File: src/rtl/cv32e40s_pkg.sv
// Shared types and constants for the dummy-instruction LFSR scheduler.
// Imported by cv32e40s_lfsr_step and cv32e40s_lfsr_sched.
package cv32e40s_pkg;

  typedef enum logic [1:0] {
    OFF = 2'd0,
    ARM = 2'd1,
    RUN = 2'd2
  } lfsr_sched_state_e;

  localparam logic [31:0] LFSR_SEED_DEFAULT = 32'h2A5C_9E13;
  localparam logic [31:0] LFSR_TAPS_DEFAULT = 32'h8020_0003;

  localparam int unsigned CPUCTRL_RNDDUMMY_BIT = 0;
  localparam int unsigned CPUCTRL_FREQ_LSB     = 1;
  localparam int unsigned CPUCTRL_FREQ_MSB     = 4;

endpackage

File: src/rtl/cv32e40s_lfsr_step.sv
// Galois LFSR next-state with load, step and zero-state recovery.
// Purely combinational; reusable for further LFSR instances.
module cv32e40s_lfsr_step
  import cv32e40s_pkg::*;
#(
  parameter logic [31:0] TAPS = LFSR_TAPS_DEFAULT,
  parameter logic [31:0] SEED = LFSR_SEED_DEFAULT
) (
  input  logic [31:0] lfsr_i,
  input  logic        step_i,
  input  logic        load_i,
  input  logic [31:0] load_val_i,
  output logic [31:0] next_o,
  output logic        lockup_o
);

  logic [31:0] stepped;
  logic [31:0] cand;

  // Load beats step; an all-zero result is replaced by the seed
  always_comb begin
    stepped  = {1'b0, lfsr_i[31:1]} ^ (lfsr_i[0] ? TAPS : 32'h0);
    cand     = lfsr_i;
    if (load_i) begin
      cand = load_val_i;
    end else if (step_i) begin
      cand = stepped;
    end
    lockup_o = (cand == 32'h0);
    next_o   = lockup_o ? SEED : cand;
  end

endmodule

File: src/rtl/cv32e40s_lfsr_sched.sv
// Dummy-instruction LFSR owner and enable/counter-reset sequencer.
// CV32E40S_LFSR_LOCKUP_CNT_EN adds a saturating lockup counter.
module cv32e40s_lfsr_sched
  import cv32e40s_pkg::*;
#(
  parameter logic [31:0] LFSR_SEED = LFSR_SEED_DEFAULT,
  parameter logic [31:0] LFSR_TAPS = LFSR_TAPS_DEFAULT
) (
  input  logic        clk,
  input  logic        rst_n,
  input  logic        seed_we_i,
  input  logic [31:0] seed_wdata_i,
  input  logic        cpuctrl_we_i,
  input  logic [4:0]  cpuctrl_wdata_i,
  input  logic        shift_i,
  output logic [31:0] lfsr_o,
  output logic        rnddummy_o,
  output logic [3:0]  rnddummyfreq_o,
  output logic        cntrst_o,
`ifdef CV32E40S_LFSR_LOCKUP_CNT_EN
  output logic [7:0]  lockup_cnt_o,
`endif
  output logic        lockup_o
);

  lfsr_sched_state_e state_q, state_d;
  logic [31:0] lfsr_q, lfsr_d;
  logic [3:0]  freq_q, freq_d;
  logic        rnd_q, cntrst_q, cntrst_d;
  logic        lockup_q, lockup_d;
  logic        step_en;
  logic        wr_en;
  logic [3:0]  wr_freq;

  assign wr_en   = cpuctrl_wdata_i[CPUCTRL_RNDDUMMY_BIT];
  assign wr_freq = cpuctrl_wdata_i[CPUCTRL_FREQ_MSB:CPUCTRL_FREQ_LSB];

  cv32e40s_lfsr_step #(
    .TAPS (LFSR_TAPS),
    .SEED (LFSR_SEED)
  ) u_step (
    .lfsr_i     (lfsr_q),
    .step_i     (step_en),
    .load_i     (seed_we_i),
    .load_val_i (seed_wdata_i),
    .next_o     (lfsr_d),
    .lockup_o   (lockup_d)
  );

  // Enable sequencing, LFSR step enable and counter-reset causes
  always_comb begin
    state_d  = state_q;
    cntrst_d = seed_we_i;
    step_en  = 1'b0;
    freq_d   = cpuctrl_we_i ? wr_freq : freq_q;
    unique case (state_q)
      OFF: begin
        if (cpuctrl_we_i && wr_en) begin
          state_d  = ARM;
          cntrst_d = 1'b1;
        end
      end
      ARM: begin
        step_en = 1'b1;
        state_d = RUN;
      end
      RUN: begin
        step_en = shift_i;
        if (cpuctrl_we_i) begin
          if (!wr_en) begin
            state_d  = OFF;
            cntrst_d = 1'b1;
          end
          if (wr_freq != freq_q) begin
            cntrst_d = 1'b1;
          end
        end
      end
      default: begin
        state_d = OFF;
      end
    endcase
  end

  // State, LFSR and output registers
  always_ff @(posedge clk or negedge rst_n) begin
    if (!rst_n) begin
      state_q  <= OFF;
      lfsr_q   <= LFSR_SEED;
      freq_q   <= 4'h0;
      rnd_q    <= 1'b0;
      cntrst_q <= 1'b0;
      lockup_q <= 1'b0;
    end else begin
      state_q  <= state_d;
      lfsr_q   <= lfsr_d;
      freq_q   <= freq_d;
      rnd_q    <= (state_d == RUN);
      cntrst_q <= cntrst_d;
      lockup_q <= lockup_d;
    end
  end

`ifdef CV32E40S_LFSR_LOCKUP_CNT_EN
  logic [7:0] cnt_q;

  // Saturating lockup count, cleared by a nonzero seed write
  always_ff @(posedge clk or negedge rst_n) begin
    if (!rst_n) begin
      cnt_q <= 8'h00;
    end else if (lockup_d) begin
      if (cnt_q != 8'hFF) begin
        cnt_q <= cnt_q + 8'h01;
      end
    end else if (seed_we_i) begin
      cnt_q <= 8'h00;
    end
  end

  assign lockup_cnt_o = cnt_q;
`endif

  assign lfsr_o         = lfsr_q;
  assign rnddummy_o     = rnd_q;
  assign rnddummyfreq_o = freq_q;
  assign cntrst_o       = cntrst_q;
  assign lockup_o       = lockup_q;

endmodule
File: config.mk
export PLATFORM = sky130hd
export DESIGN_NAME = cv32e40s_lfsr_sched
export DESIGN_NICKNAME = d
export VERILOG_FILES = /design/src/rtl/cv32e40s_pkg.sv /design/src/rtl/cv32e40s_lfsr_step.sv /design/src/rtl/cv32e40s_lfsr_sched.sv
export SDC_FILE = /design/constraint.sdc
export NUM_CORES = 1
export LEC_CHECK = 0
export ABC_AREA = 0
export CORE_AREA = 5 5 69 102
export DETAILED_ROUTE_END_ITERATION = 10
export DIE_AREA = 0 0 74 107
export GPL_TIMING_DRIVEN = 0
export PLACE_DENSITY = 0.78
export SLEW_MARGIN = 20
export SYNTH_ARGS = -nofsm -noshare
export SYNTH_HDL_FRONTEND = slang
export SYNTH_SLANG_ARGS = --single-unit
export TNS_END_PERCENT = 100
File: constraint.sdc
create_clock -name clk -period 2.56 [get_ports clk]
set_input_delay 0.512 -clock clk [delete_from_list [all_inputs] [get_ports clk]]
set_output_delay 0.512 -clock clk [all_outputs]
set_load 0.05 [all_outputs]
==> flow_metrics.py <==
metrics = {
    "outcome": {
        "run_status": "complete, but fails checks",
        "violations": "setup timing",
    },
    "global_route": {
        "use_met1_pct": 24.94,
        "grt_pass1_vias": 2366,
        "grt_busiest_layer": "met2",
        "track_usage_pct": 20.99,
        "use_met3_pct": 3.846,
        "grt_max_degree": 23,
        "use_met2_pct": 34.64,
        "grt_pass1_wl_um": 12550,
        "antenna_found_initial": 0,
        "gr-total-overflow": 0,
    },
    "timing": {
        "max-slew-margin-rel_pct": 62.96,
        "maxSlewViolCount": 0,
        "fin_crit_ps": 2678,
        "setup_violations": 15,
        "rsz0062_at_grt": "true",
        "fin_ws_ps": -118.1,
        "final.period_utilization_pct": 104.6,
        "hold_viol_final": 0,
        "skew_ps": 7.294,
        "max_slew.worst_pin.slew_ps": 555.6,
        "fmax_mhz": 373.4,
    },
    "synth": {
        "synthCells": 225,
        "synth_edf_count": 0,
        "yosysTopAreaCell": "dfrtp_1",
        "synth.yosys.seq_area_share_pct": 44.16,
        "synthArstFlopShare_pct": 100.0,
        "synth_ff_type": "dfrtp_1",
        "synth_top_area_share_pct": 27.50,
        "synth.most_common_cell": "dfrtp_1",
        "synth_area_mm2": 0.002366,
        "ys_ff_latch": 41,
        "synthTopCellsByArea": "dfrtp_1 (27%), dfstp_2 (17%), a221oi_2 (3.2%)",
        "yosys_warnings": 0,
        "ys_types": 51,
        "syn-num-nets": 271,
        "syn_avg_cell_area_um2": 10.52,
        "netlist_top_cells_count": "dfrtp_1 (26), dfstp_2 (15), nand2_1 (13)",
    },
    "placed_design": {
        "routabilityCongestion": 0.8889,
        "hpwl_um": 5702,
        "placed_area_mm2": 0.003262,
        "port_buffers": 78,
    },
    "die": {
        "coreArea_mm2": 0.006087,
        "io_pins": 81,
        "initial_core_util_pct": 38.87,
        "rows": 35,
        "die-area_mm2": 0.007918,
        "die_h_um": 107,
        "fp.dieW_um": 74,
    },
    "final_layout": {
        "drive_above_1_share_pct": 30.86,
        "layout.nets": 382,
        "multi_input_area_mm2": 0.001295,
        "n_fill_cell": 491,
        "post-route-cell-area_mm2": 0.003787,
        "areaGrowthSynthToFinish_pct": 60.07,
        "seq_area_mm2": 0.001046,
        "antenna_cells": 0,
    },
    "setup_path": {
        "crit_fanout": 7,
        "r2r_end": "lfsr_o[22]$_DFF_PN1_",
        "startpoint": "state_q[1]$_DFF_PN0_",
        "required_ps": 2800,
        "critPathKind": "flip-flop to flip-flop",
        "end_kind": "flip-flop",
        "critPathArrivalTime_ps": 2920,
        "r2r_setup_slack_ps": -120,
        "cp-start-kind": "flip-flop",
        "r2r_start": "state_q[1]$_DFF_PN0_",
        "r2r_cells": 10,
    },
    "cts": {
        "clkSlewWorstSetupHoldPaths_ps": 80,
        "cts_tree": "built",
        "cts-root-buf": "clkbuf_8",
        "cts-buffers-inserted": 5,
        "insertion_delay_ps": 310,
        "cts_buffer_depth": 2,
        "ctsHtreeMaxLevel": 2,
        "postCtsHoldBufs": 0,
        "cts_sinks": 41,
    },
    "route": {
        "wl_um": 8513,
        "ant_nets": 0,
        "drtIter0Drc": 125,
        "avgViaCountPerCell": 5.847,
        "vias": 2403,
        "routedWlPerCell_um": 20.71,
        "drc": 0,
        "firstDrtPassIters": 5,
    },
    "power": {
        "max-vdd-ir-drop_mv": 0.6811,
        "power_density_mw_per_mm2": 1009,
        "power.leakage_nw": 1.555,
        "p_total_mw": 3.820,
    },
    "job": {
        "drv_cap": 0,
    },
    "min_path": {
        "hp-class": "primary input to async pin",
    },
}
==> area by class of cell <==
type	count	area share, %
clock buffer	6	2.180
multi-input combinational	155	34.19
clock inverter	2	0.3634
buffer	15	3.304
inverter	13	1.421
tap	74	2.445
timing repair buffer	105	28.48
sequential	41	27.62
==> cells by family after synthesis <==
| logic type | count (synthesis) | synth area share [%] |
|---|---|---|
| simple gates | 70 | 18.09 |
| compound gates | 68 | 24.01 |
| flops | 41 | 44.16 |
| buf+inv | 29 | 6.239 |
| mux | 7 | 3.173 |
| xor+xnor | 6 | 2.221 |
| fa+ha+maj | 4 | 2.115 |
==> report_power, final <==
group | leakage, nW | internal (mW) | total, mW | switching, mW
clock | 0.0512 | 0.219 | 0.459 | 0.240
sequential | 0.472 | 0.860 | 1.04 | 0.176
combinational | 1.03 | 0.949 | 2.33 | 1.38
total | 1.56 | 2.03 | 3.82 | 1.79
==> state kept, by name, summed over array words and instances, names as in the netlist <==
register        flops
lfsr_o             32
state_q             2
rnddummy_o          1
rnddummyfreq_o      4
cntrst_o            1
lockup_o            1
==> critical path, stage by stage (launching register included) <==
cell and delay, ps:
dfrtp_1 410, buf_6 140, ha_4 170, a21oi_4 250, buf_4 180, o21ai_0 90, a31oi_1 270, nand4_1 150
or4_4 620, clkbuf_16 200, o21ai_2 110
==> metrics by stage <==
stage / util (%) / setup slack [ps] / hold slack [ps] / cells / setup TNS, ps
floorplan: - / 20.06 / 216.4 / 225 / 0
global placement: 53.22 / -583.2 / 534.3 / 377 / -10560
detailed placement: 53.59 / -576.3 / 525.1 / 378 / -8010
CTS: 58.81 / -131.9 / 189.8 / 403 / -1615
global route: 62.22 / -196.2 / 205.2 / 411 / -2741
finish: 62.22 / -118.1 / 183.4 / 411 / -1339
==> what timing repair did <==
item / CTS / global route
resized for setup: 22 / 20
setup buffers: 17 / 5
endpoints found under the setup margin: 16 / 16
gates cloned: 0 / 4
pin swaps: 10 / 13
==> routing by layer <==
layer,part of all wire (%),vias to the layer above
li1,-,1073
met1,36,1184
met2,54,118
met3,6.6,28
met4,3.9,0
met5,0,-
==> cell usage in the layout, fill, tap and decap left out, drive strengths merged, types with 2 or more instances in the layout <==
master,count
nand2b,3
dfstp,15
a31oi,4
a221o,7
buf,34
and2,3
and4,9
mux2i,3
a21oi,8
inv,13
clkbuf,15
a222oi,5
clkdlybuf4s50,76
nor2,10
clkinv,2
nand3,2
mux2,4
dfrtp,26
o21ai,23
nor3,9
a221oi,12
and3,5
o31a,2
xor2,5
nand2,14
ha,4
nand4,4
nor2b,6
==> how the worst max path moves through the flow <==
stage / end / cells after the start
finish: lfsr_o[22]$_DFF_PN1_ / 10
global route: lfsr_o[12]$_DFF_PN1_ / 10
CTS: lfsr_o[10]$_DFF_PN1_ / 11
detailed placement: lfsr_o[15]$_DFF_PN1_ / 9
global placement: lfsr_o[18]$_DFF_PN1_ / 9
floorplan: lfsr_o[15]$_DFF_PN1_ / 11
(Power assumes the default switching activity.)
